File: config.mk
export PLATFORM = sky130hd
export DESIGN_NAME = if_stage_flat
export DESIGN_NICKNAME = d
export VERILOG_FILES = /design/src/rtl/if_stage_if.sv /design/src/rtl/if_stage.sv /design/src/flat_wrapper.sv
export SDC_FILE = /design/constraint.sdc
export NUM_CORES = 1
export LEC_CHECK = 0
export ABC_AREA = 1
export BUFFER_PORTS_ARGS = -buffer_cell sky130_fd_sc_hd__buf_4
export CAP_MARGIN = 20
export CORE_UTILIZATION = 46
export DETAILED_ROUTE_END_ITERATION = 8
export PLACE_DENSITY = 0.73
export RECOVER_POWER = 50
export REMOVE_ABC_BUFFERS = 1
export SKIP_CTS_REPAIR_TIMING = 1
export SYNTH_ARGS = -nofsm -noshare
export SYNTH_HDL_FRONTEND = slang
export SYNTH_SLANG_ARGS = --single-unit
File: constraint.sdc
create_clock -name clk -period 1.4 [get_ports clk]
set_input_delay 0.07 -clock clk [delete_from_list [all_inputs] [get_ports clk]]
set_output_delay 0.07 -clock clk [all_outputs]
set_load 0.005 [all_outputs]
File: src/rtl/if_stage_if.sv
// Signal bundle between the instruction-fetch stage, the instruction memory,
// the hazard/redirect logic and the decode stage.
interface if_stage_if;
   logic        stall;
   logic        redirect;
   logic [31:0] redirect_pc;
   logic [31:0] im_addr;
   logic [31:0] im_data;
   logic [31:0] id_instr;
   logic [31:0] id_pc;
   logic [31:0] id_pc_plus4;
   logic        id_valid;
   logic [31:0] fetch_count;

   // Fetch stage side: owns the memory address and the IF/ID register.
   modport master (
      input  stall, redirect, redirect_pc, im_data,
      output im_addr, id_instr, id_pc, id_pc_plus4, id_valid, fetch_count
   );

   // Environment side: hazard unit, branch resolution, memory and decode.
   modport slave (
      output stall, redirect, redirect_pc, im_data,
      input  im_addr, id_instr, id_pc, id_pc_plus4, id_valid, fetch_count
   );
endinterface

File: src/rtl/if_stage.sv
// Instruction-fetch stage: program counter, instruction-memory address and
// the IF/ID pipeline register. Priority per edge: reset > redirect > stall > advance.
module if_stage #(
   parameter logic [31:0] RESET_PC  = 32'h0000_0000,
   parameter logic [31:0] NOP_INSTR = 32'h0000_0000
) (
   input logic      clk,
   input logic      rst,
   if_stage_if.master bus
);

   localparam int DATA_W = 32;

   logic [DATA_W-1:0] pc_p0;
   logic [DATA_W-1:0] instr_p1;
   logic [DATA_W-1:0] pc_p1;
   logic [DATA_W-1:0] pc_plus4_p1;
   logic              vld_p1;
   logic [DATA_W-1:0] fetch_cnt;

   // Modulo-2^32 word step; wraps 0xFFFF_FFFC to 0.
   function automatic logic [DATA_W-1:0] next_word(input logic [DATA_W-1:0] a);
      return a + 32'd4;
   endfunction

   // Redirect targets are forced word-aligned; misaligned low bits are dropped.
   function automatic logic [DATA_W-1:0] align_word(input logic [DATA_W-1:0] a);
      return {a[DATA_W-1:2], 2'b00};
   endfunction

   // ---- stage p0: program counter ----
   // Program counter update.
   always_ff @(posedge clk) begin
      if (rst) begin
         pc_p0 <= RESET_PC;
      end else if (bus.redirect) begin
         pc_p0 <= align_word(bus.redirect_pc);
      end else if (!bus.stall) begin
         pc_p0 <= next_word(pc_p0);
      end
   end

   // ---- stage p1: IF/ID register ----
   // IF/ID capture: bubble on redirect, hold on stall, latch fetched word otherwise.
   always_ff @(posedge clk) begin
      if (rst || bus.redirect) begin
         instr_p1    <= NOP_INSTR;
         pc_p1       <= '0;
         pc_plus4_p1 <= '0;
         vld_p1      <= 1'b0;
      end else if (!bus.stall) begin
         instr_p1    <= bus.im_data;
         pc_p1       <= pc_p0;
         pc_plus4_p1 <= next_word(pc_p0);
         vld_p1      <= 1'b1;
      end
   end

   // Count of real instructions entering IF/ID; wraps modulo 2^32.
   always_ff @(posedge clk) begin
      if (rst) begin
         fetch_cnt <= '0;
      end else if (!bus.redirect && !bus.stall) begin
         fetch_cnt <= fetch_cnt + 32'd1;
      end
   end

   assign bus.im_addr     = pc_p0;
   assign bus.id_instr    = instr_p1;
   assign bus.id_pc       = pc_p1;
   assign bus.id_pc_plus4 = pc_plus4_p1;
   assign bus.id_valid    = vld_p1;
   assign bus.fetch_count = fetch_cnt;

endmodule

File: src/flat_wrapper.sv
// flat-port wrapper written by rule: the top's interface ports become plain ports
module if_stage_flat 
#(
   parameter logic [31:0] RESET_PC  = 32'h0000_0000,
   parameter logic [31:0] NOP_INSTR = 32'h0000_0000
)
  (clk, rst, bus_stall, bus_redirect, bus_redirect_pc, bus_im_data, bus_im_addr, bus_id_instr, bus_id_pc, bus_id_pc_plus4, bus_id_valid, bus_fetch_count);
  if_stage_if bus_i ();
  input logic clk;
  input logic rst;
  input wire logic [$bits(bus_i.stall)-1:0] bus_stall;
  input wire logic [$bits(bus_i.redirect)-1:0] bus_redirect;
  input wire logic [$bits(bus_i.redirect_pc)-1:0] bus_redirect_pc;
  input wire logic [$bits(bus_i.im_data)-1:0] bus_im_data;
  output wire logic [$bits(bus_i.im_addr)-1:0] bus_im_addr;
  output wire logic [$bits(bus_i.id_instr)-1:0] bus_id_instr;
  output wire logic [$bits(bus_i.id_pc)-1:0] bus_id_pc;
  output wire logic [$bits(bus_i.id_pc_plus4)-1:0] bus_id_pc_plus4;
  output wire logic [$bits(bus_i.id_valid)-1:0] bus_id_valid;
  output wire logic [$bits(bus_i.fetch_count)-1:0] bus_fetch_count;
  assign bus_i.stall = bus_stall;
  assign bus_i.redirect = bus_redirect;
  assign bus_i.redirect_pc = bus_redirect_pc;
  assign bus_i.im_data = bus_im_data;
  assign bus_im_addr = bus_i.im_addr;
  assign bus_id_instr = bus_i.id_instr;
  assign bus_id_pc = bus_i.id_pc;
  assign bus_id_pc_plus4 = bus_i.id_pc_plus4;
  assign bus_id_valid = bus_i.id_valid;
  assign bus_fetch_count = bus_i.fetch_count;
  if_stage #(.RESET_PC(RESET_PC), .NOP_INSTR(NOP_INSTR)) u_core (.clk(clk), .rst(rst), .bus(bus_i));
endmodule
==> impl_metrics.py, run 1 <==
metrics = {
    "setup_path": {
        "crit_fanout": 6,
        "critPathMostFrequentCell": "nand2_4",
        "crit_type": "reg -> reg",
        "end_kind": "register",
        "crit_arrival_ns": 1.88,
        "crit_family": "simple AND/OR/NAND/NOR gates",
        "crit_buf_inv": 1,
        "cpPeakStageDelay_ns": 0.36,
        "cpMaxStageDelayCell": "dfxtp_2",
        "path_cells": "ha_4, nand2_4, nor2_4, nand2_4, nor2_8, buf_4, xor2_2, a21oi_2, nor2_1",
        "cp-start-kind": "register",
        "worstPathRequired_ns": 1.78,
    },
    "yosys": {
        "syn_area_sq_um": 7250,
        "synth_top_family_by_area": "simple AND/OR/NAND/NOR gates",
        "async_reset_ff_share_pct": 0,
        "synth_fa_ha_area_share_pct": 0.345,
        "synth-compound-area-share_pct": 13.9,
        "avgSynthCellArea_sq_um": 6.79,
        "synthMuxAreaShare_pct": 0,
        "yosys.area.top_type": "dfxtp_1",
        "syn_inst": 1068,
        "yosys.area_share.simple_pct": 31.2,
        "synth-main-ff-cell": "dfxtp_1",
        "ys_ff_latch": 155,
        "netlist_top_cells_area": "dfxtp_1 43%, nand2_1 16%, nor2_1 8.0%",
        "synth_top_area_share_pct": 42.8,
        "synth_warnings": 0,
        "seq_area_frac_synth_pct": 42.8,
        "synth.distinct_cells": 38,
        "synth-xor-area-share_pct": 2.62,
        "synth_edf_count": 0,
    },
    "clock_tree": {
        "cts_sinks": 155,
        "h-tree-depth": 4,
        "clockBufferDepth": 2,
        "insertion_delay_ns": 0.44,
        "cts_buffers": 17,
        "cts_tree": "done",
        "clk_pin_slew_ns": 0.07,
        "root_buffer": "clkbuf_16",
    },
    "sta": {
        "period_share_pct": 108,
        "final-hold-violation-count": 3,
        "fin_ws_ns": -0.105,
        "worstMarginPinSlew_ns": 0.818,
        "hold-worst-slack_ns": -0.0156,
        "setup_viol": 27,
        "max_slew_margin_pct": 45.5,
        "rsz0062_at_grt": "yes",
        "period_needed_ns": 1.51,
        "fin_tns_setup_ns": -1.15,
        "clock.fmax_mhz": 664,
        "drv_slew": 0,
        "clock_skew_ns": 0.00901,
    },
    "floorplan": {
        "die_h_microns": 128,
        "die_w_microns": 128,
        "ioPinCount": 229,
        "coreArea_sq_um": 15300,
        "start_util_pct": 47.4,
        "die_area_sq_um": 16300,
        "num_rows": 45,
    },
    "outcome": {
        "violations": "hold timing, setup timing",
        "status": "finished, violations left",
    },
    "global_route": {
        "grt_start_max_net_pins": 77,
        "grt_first_pass_wirelength_mm": 34.6,
        "grt_pass1_vias": 7125,
        "antenna_found_initial": 0,
        "grt_overflow_total": 0,
        "track_usage_pct": 27.2,
    },
    "route": {
        "drt_iter0_drc": 420,
        "vias": 8097,
        "drc": 0,
        "via_per_inst": 4.95,
        "ant_nets": 0,
        "dr.pass1.iters": 5,
        "routed_wl_mm": 24.4,
        "wl_per_cell_microns": 14.9,
    },
    "layout": {
        "syn_to_final_growth_pct": 56.0,
        "layout_common_cells": "317 x buf_4, 272 x nand2_1, 124 x dfxtp_1",
        "final_common_cell": "buf_4",
        "stdcell_count": 1637,
        "stdcell_area_sq_um": 11300,
        "utilization_pct": 73.9,
        "nets": 1483,
        "insertedDiodeCount": 0,
        "layout-drive-gt1-share_pct": 37.2,
    },
    "power_and_ir_drop": {
        "swShare_pct": 27.3,
        "p_switching_mw": 2.84,
        "combinationalPowerShare_pct": 12.9,
        "clkPwrFrac_pct": 42.4,
        "ir_drop_mv": 1.04,
        "power_mw": 10.4,
        "p_int_mw": 7.59,
        "power_density_nw_per_um2": 922,
        "p_leak_nw": 5.25,
        "p_seq_share_pct": 44.7,
    },
    "run": {
        "max_cap_violations": 0,
    },
    "placed_design": {
        "placed_cells": 1556,
        "placed_area_sq_um": 9810,
        "pre_cts_ws_ns": -0.101,
        "gp_congestion": 0.925,
        "dpl.hpwl_mm": 16.3,
        "portBuffers": 220,
    },
    "min_path": {
        "hold_path_class": "in -> reg",
    },
}
==> routing by layer <==
metal  track usage (%)  wire length [microns]
met3              7.58                   1720
met1              31.5                   9960
met2              47.9                  12200
met4              9.41                    472
met5                 0                      0
==> cell type report <==
class	count	area (sq um)
clock buffers	18	439
clock inverters	14	121
fillers	1211	4000
inverters	112	425
multi-input cells	755	3960
flip-flops and latches	155	3150
well taps	211	264
repair buffers	372	2960
==> kinds of logic (layout without fill, tap and decap cells) <==
group / count (synthesis) / in the layout
AOI/OAI and AO/OA: 193 / 193
xor gates and xnor gates: 20 / 20
adders and majority gates: 2 / 2
buffers and inverters: 164 / 516
DFF: 155 / 155
other: 1 / 6
and+or+nand+nor: 533 / 534
==> power groups by stage <==
stage / clock network, mW / logic [mW] / registers, mW
2_1_floorplan: 0 / 0.401 / 4.77
3_3_place_gp: 0 / 1.18 / 4.74
3_5_place_dp: 0 / 1.19 / 4.75
4_1_cts: 4.45 / 1.20 / 4.65
5_1_grt: 4.67 / 1.46 / 4.67
6_report: 4.42 / 1.35 / 4.66
==> state kept, by name, summed over array words and instances, names as in the netlist <==
| signal | cells |
|---|---|
| u_core.bus.im_addr | 30 |
| u_core.bus.id_pc_plus4 | 30 |
| u_core.bus.fetch_count | 32 |
| u_core.bus.id_instr | 32 |
| u_core.bus.id_pc | 30 |
| u_core.bus.id_valid | 1 |
==> worst min-delay path, stage by stage <==
cell	delay [ns]
buf_4	0.08
a22o_1	0.13
nand2_1	0.05
o21ai_0	0.06
==> synthesized netlist by cell type (2+ instances only) <==
library cell,number
buf_4,6
xor2_1,12
nand4_1,7
inv_2,5
a22o_1,6
inv_1,106
nand3_1,27
nor2_4,6
o21ai_0,62
o21ai_1,17
nand2_1,303
buf_1,4
nor3_1,5
nand2_4,2
a31oi_1,8
xnor2_1,6
dfxtp_1,155
nor2_1,155
nor2_2,10
buf_2,11
nand2_2,9
nor2_8,3
ha_1,2
xor2_2,2
a21oi_1,96
clkbuf_1,30
a21o_1,2
==> worst paths after layout <==
kind         slack [ns]                endpoint  cells after the start                    from
max               -0.11  u_core.bus.im_addr[14]                      9   u_core.bus.im_addr[2]
min               -0.02   u_core.bus.im_addr[3]                      4      bus_redirect_pc[3]
max reg2reg       -0.11  u_core.bus.im_addr[14]                      9   u_core.bus.im_addr[2]
min reg2reg        0.46  u_core.bus.id_instr[9]                      2  u_core.bus.id_instr[9]
Power figures use the tool's default switching activity.
==> inputs of run 2 (changes only) <==
- CORE_MARGIN: unset -> 5
- MAX_ROUTING_LAYER: unset -> met4
==> run 2 against run 1 <==
Against the previous run:
- the run still ends with hold timing, setup timing left
- sequential power hardly changed
- combinational power is 4% lower
- cell area hardly changed
- hold slack worse by 0.015 ns
- register-to-register slack worse by 0.06 ns
- largest cell class unchanged
==> impl_metrics.py, run 2 (synthesis results as in run 1) <==
metrics = {
    "outcome": {
        "status": "finished, violations left",
        "violations": "hold timing, setup timing",
    },
    "setup_path": {
        "regToRegSetupSlack_ns": -0.17,
        "crit_arrival_ns": 1.92,
        "path_cells": "nand2_1, nor2_4, nand2_1, nor2_2, nand3_1, nand2_2, nand2_1, a21oi_2",
        "r2r_cells": 8,
        "crit_family": "simple AND/OR/NAND/NOR gates",
        "crit_buf_inv": 0,
        "cpMaxStageDelayCell": "dfxtp_1",
        "rr_endpoint": "u_core.bus.im_addr[26]",
        "end_kind": "register",
        "crit_type": "reg -> reg",
        "cpPeakStageDelay_ns": 0.45,
        "worstPathRequired_ns": 1.75,
        "r2r_start": "u_core.bus.im_addr[12]",
        "crit_fanout": 4,
        "cp-start-kind": "register",
        "critPathMostFrequentCell": "nand2_1",
    },
    "placed_design": {
        "gp_congestion": 0.946,
        "placed_area_sq_um": 9760,
        "dpl.hpwl_mm": 17.1,
        "portBuffers": 220,
    },
    "route": {
        "drc": 0,
        "wl_met3_mm": 2.01,
        "wl_met1_mm": 10.3,
        "wl_per_cell_microns": 15.7,
        "dr.pass1.iters": 5,
        "vias": 8127,
        "routed.top_layer": "met4",
        "routed_wl_mm": 25.8,
        "ant_nets": 0,
        "wl_met2_mm": 12.9,
        "drt_iter0_drc": 537,
        "via_per_inst": 4.94,
    },
    "sta": {
        "hold-worst-slack_ns": -0.0306,
        "period_share_pct": 112,
        "rsz0062_at_grt": "yes",
        "drv_slew": 0,
        "clock.fmax_mhz": 637,
        "fin_ws_ns": -0.170,
        "final-hold-violation-count": 2,
        "max_slew_margin_pct": 61.5,
        "period_needed_ns": 1.57,
        "worstMarginPinSlew_ns": 0.578,
        "clock_skew_ns": 0.00690,
        "setup_viol": 51,
    },
    "clock_tree": {
        "root_buffer": "clkbuf_16",
        "clockBufferDepth": 2,
        "cts_sinks": 155,
        "h-tree-depth": 4,
        "clk_pin_slew_ns": 0.06,
        "insertion_delay_ns": 0.43,
        "cts_tree": "done",
        "cts_buffers": 17,
    },
    "min_path": {
        "hold_path_class": "in -> reg",
        "worstHoldStart": "bus_redirect_pc[3]",
        "hold_path_depth": 4,
        "min_to": "u_core.bus.im_addr[3]",
    },
    "global_route": {
        "grt_overflow_total": 0,
        "grt_first_pass_wirelength_mm": 36.4,
        "grt_pass1_vias": 7335,
        "grt_start_max_net_pins": 100,
        "antenna_found_initial": 0,
        "track_usage_pct": 25.6,
    },
    "power_and_ir_drop": {
        "power_density_nw_per_um2": 933,
        "p_seq_share_pct": 44.1,
        "ir_drop_mv": 0.847,
        "swShare_pct": 26.1,
        "p_leak_nw": 5.11,
        "combinationalPowerShare_pct": 12.2,
        "p_int_mw": 7.81,
        "clkPwrFrac_pct": 43.7,
        "p_switching_mw": 2.75,
    },
    "layout": {
        "syn_to_final_growth_pct": 56.1,
        "layout_common_cells": "271 x nand2_1, 218 x buf_4, 126 x dfxtp_1",
        "multi_input_area_sq_um": 4040,
        "stdcell_area_sq_um": 11300,
        "utilization_pct": 72.3,
        "insertedDiodeCount": 0,
        "register_area_sq_um": 3160,
        "fill_cells": 1274,
        "layout-drive-gt1-share_pct": 35.6,
        "final_common_cell": "nand2_1",
        "nets": 1485,
    },
    "floorplan": {
        "coreArea_sq_um": 15700,
        "ioPinCount": 229,
        "die_w_microns": 136,
        "die_h_microns": 136,
        "start_util_pct": 46.3,
        "die_area_sq_um": 18400,
        "num_rows": 46,
    },
    "run": {
        "max_cap_violations": 0,
    },
}
## run 2: changes by cell type in the layout (fill, tap and decap cells not counted), moves of 4 or more
cell and change:
buf_4 -99, inv_1 -4, buf_6 +4, nor2_1 -5
o21ai_2 -5, clkbuf_1 +33, dfxtp_2 -8, dfxtp_4 +6
clkbuf_4 +63
## run 2: worst max-delay path by stage
stage	start	end	cells past startpoint
2_1_floorplan	bus_stall	u_core.bus.fetch_count[30]	8
3_3_place_gp	u_core.bus.im_addr[10]	u_core.bus.id_pc_plus4[29]	9
5_1_grt	u_core.bus.im_addr[12]	u_core.bus.im_addr[26]	8
3_5_place_dp	u_core.bus.im_addr[12]	u_core.bus.id_pc_plus4[29]	9
4_1_cts	u_core.bus.im_addr[3]	u_core.bus.im_addr[22]	10
6_report	u_core.bus.im_addr[12]	u_core.bus.im_addr[26]	8
## run 2: metal layers
layer	vias to the layer above	track usage, %
li1	4045	-
met1	3739	29.2
met2	293	44.0
met3	50	6.46
met4	0	8.68
met5	-	-
## run 2: worst min-delay path, stage by stage
cell and delay, ns:
buf_4 0.08, a22o_1 0.12, nand2_1 0.04, o21ai_0 0.05
## run 2: power by group through the flow
stage	registers (mW)	logic, mW	clock network (mW)
2_1_floorplan	4.77	0.401	0
3_3_place_gp	4.75	1.16	0
3_5_place_dp	4.75	1.17	0
4_1_cts	4.65	1.18	4.69
5_1_grt	4.67	1.41	4.87
6_report	4.66	1.29	4.61
## run 2: area by class of cell
class,count,share of cell area [%]
clock buffers,17,3.76
clock inverters,15,1.44
inverters,112,3.78
multi-input cells,754,35.6
flip-flops and latches,155,27.9
well taps,216,2.39
repair buffers,375,25.0
## run 2: through the flow
step / worst slack, ns / TNS, ns / power [mW] / hold WS, ns / std cells
floorplan: -0.147 / -6.33 / 5.17 / 0.132 / 1021
global placement: -0.133 / -1.19 / 5.90 / 0.323 / 1558
detailed placement: -0.160 / -2.17 / 5.92 / 0.331 / 1558
CTS: -0.196 / -3.18 / 10.5 / -0.114 / 1590
global route: -0.277 / -11.03 / 11.0 / 0.00654 / 1644
finish: -0.170 / -2.81 / 10.6 / -0.0306 / 1644
==> inputs of run 3 (changes only) <==
- BUFFER_PORTS_ARGS: -buffer_cell sky130_fd_sc_hd__buf_4 -> unset
- CORE_UTILIZATION: 46 -> 57
- DONT_BUFFER_PORTS: unset -> 1
- PLACE_DENSITY: 0.73 -> 0.72
- RECOVER_POWER: 50 -> unset
- SLEW_MARGIN: unset -> 10
==> run 3 against run 2 <==
Against the previous run:
- the flow still finishes with violations (hold timing, setup timing)
- worst setup slack improved by 0.042 ns
- first-iteration DRC count increased by 14%
- sequential power increased by 0.9%
- clock-buffer cell count increased by 1
- clock skew increased by 0.0031 ns
- utilization increased by 6.2 points
- register-to-register slack improved by 0.04 ns
- sequential share of layout area increased by 4.0 points
- cell area decreased by 13%
- die area decreased by 18%
- cell count decreased by 14%
- via count decreased by 7.6%
- critical endpoint is now u_core.bus.id_pc_plus4[9]
- highest routed layer unchanged
==> impl_metrics.py, run 3 (synthesis results as in run 1) <==
metrics = {
    "layout": {
        "final_common_cell": "nand2_1",
        "layout-drive-gt1-share_pct": 26.5,
        "syn_to_final_growth_pct": 36.0,
        "nets": 1293,
        "layout_common_cells": "274 x nand2_1, 122 x buf_4, 121 x dfxtp_1",
        "insertedDiodeCount": 0,
    },
    "placed_design": {
        "portBuffers": 0,
        "dpl.hpwl_mm": 15.0,
        "gp_congestion": 0.951,
        "pre_cts_ws_ns": -0.138,
    },
    "global_route": {
        "grt_first_pass_wirelength_mm": 32.8,
        "grt_start_max_net_pins": 74,
        "track_usage_pct": 28.6,
        "grt_overflow_total": 0,
        "antenna_found_initial": 0,
        "grt_pass1_vias": 6678,
    },
    "outcome": {
        "status": "finished, violations left",
        "violations": "hold timing, setup timing",
    },
    "power_and_ir_drop": {
        "p_leak_nw": 4.27,
        "ir_drop_mv": 0.811,
        "power_mw": 10.1,
        "power_density_nw_per_um2": 1030,
    },
    "route": {
        "via_per_inst": 5.33,
        "drt_iter0_drc": 612,
        "ant_nets": 0,
        "drc": 0,
        "routed_wl_mm": 23.9,
        "vias": 7510,
        "wl_per_cell_microns": 17.0,
        "dr.pass1.iters": 5,
    },
    "floorplan": {
        "die_w_microns": 123,
        "num_rows": 41,
        "die_h_microns": 123,
        "coreArea_sq_um": 12600,
        "die_area_sq_um": 15100,
        "ioPinCount": 229,
        "start_util_pct": 57.7,
    },
    "min_path": {
        "worstHoldStart": "rst",
        "hold_path_class": "in -> reg",
        "hold_path_depth": 1,
        "min_to": "u_core.bus.im_addr[18]",
    },
    "sta": {
        "rsz0062_at_grt": "yes",
        "clock_skew_ns": 0.0100,
        "worstMarginPinSlew_ns": 0.630,
        "max_slew_margin_pct": 58.0,
        "fin_tns_setup_ns": -2.04,
        "hold-worst-slack_ns": -0.308,
        "clock.fmax_mhz": 655,
        "period_needed_ns": 1.53,
        "period_share_pct": 109,
        "drv_slew": 0,
        "final-hold-violation-count": 41,
        "fin_ws_ns": -0.128,
        "setup_viol": 34,
    },
    "clock_tree": {
        "cts_sinks": 155,
        "clk_pin_slew_ns": 0.07,
        "cts_buffers": 17,
        "cts_tree": "done",
        "h-tree-depth": 4,
        "insertion_delay_ns": 0.43,
        "root_buffer": "clkbuf_16",
        "clockBufferDepth": 2,
    },
    "run": {
        "max_cap_violations": 0,
    },
    "setup_path": {
        "worstPathRequired_ns": 1.73,
        "rr_endpoint": "u_core.bus.id_pc_plus4[9]",
        "r2r_start": "u_core.bus.im_addr[3]",
        "end_kind": "register",
        "regToRegSetupSlack_ns": -0.13,
        "cp-start-kind": "register",
        "crit_type": "reg -> reg",
        "crit_arrival_ns": 1.86,
        "crit_fanout": 5,
        "r2r_cells": 9,
    },
}
run 3: changes by cell type in the layout (fill, tap and decap cells not counted), sizes merged:
| cell | change |
|---|---|
| nor2 | +1 |
| clkinv | +3 |
| inv | -1 |
| clkinvlp | -2 |
| dlygate4sd3 | +12 |
| bufinv | -1 |
| buf | -105 |
| clkbuf | -99 |
run 3: area by class of cell:
class                   instances  area [sq um]
clock buffers                  18           439
multi-input cells             755          3930
well taps                     172           215
flip-flops and latches        155          3160
repair buffers                182          1570
inverters                     112           425
fillers                       883          2700
clock inverters                14           138
run 3: layer usage:
layer  routed length (microns)  share of wire, %  up-vias  global-route usage [%]
li1                          -                 -     3646                       -
met1                      8440                35     3423                    31.5
met2                     11700                49      356                    47.3
met3                      2670                11       85                    9.95
met4                      1020               4.3        0                    12.0
met5                         0                 0        -                       -
run 3: how the worst max path moves through the flow:
stage,startpoint,endpoint,slack (ns),cells after the start
2_1_floorplan,bus_stall,u_core.bus.fetch_count[30],-0.15,8
3_3_place_gp,u_core.bus.im_addr[2],u_core.bus.id_pc_plus4[28],-0.12,10
3_5_place_dp,u_core.bus.im_addr[2],u_core.bus.id_pc_plus4[28],-0.14,10
4_1_cts,u_core.bus.im_addr[3],u_core.bus.id_pc_plus4[28],-0.17,10
5_1_grt,u_core.bus.im_addr[3],u_core.bus.id_pc_plus4[22],-0.24,10
6_report,u_core.bus.im_addr[3],u_core.bus.id_pc_plus4[9],-0.13,9
run 3: worst max-delay path: stages, from the launching register on:
cell and delay (ns):
dfxtp_2 0.35, buf_4 0.15, nand2_1 0.09, nor2_2 0.11
nand2_2 0.11, buf_4 0.16, buf_4 0.13, xor2_2 0.14
o21ai_0 0.14, inv_1 0.05
run 3: metrics by stage:
stage / std cells / utilization [%] / area (sq um)
finish: 1408 / 78.5 / 9870
global route: 1408 / 78.5 / 9870
CTS: 1343 / 69.5 / 8740
detailed placement: 1311 / 64.9 / 8160
global placement: 1311 / 64.9 / 8160
floorplan: 1021 / - / 7030
run 3: where the power goes:
| part | total [mW] | internal (mW) | switching (mW) |
|---|---|---|---|
| clock | 4.49 | 2.53 | 1.96 |
| combinational | 0.959 | 0.406 | 0.554 |
| sequential | 4.70 | 4.56 | 0.138 |
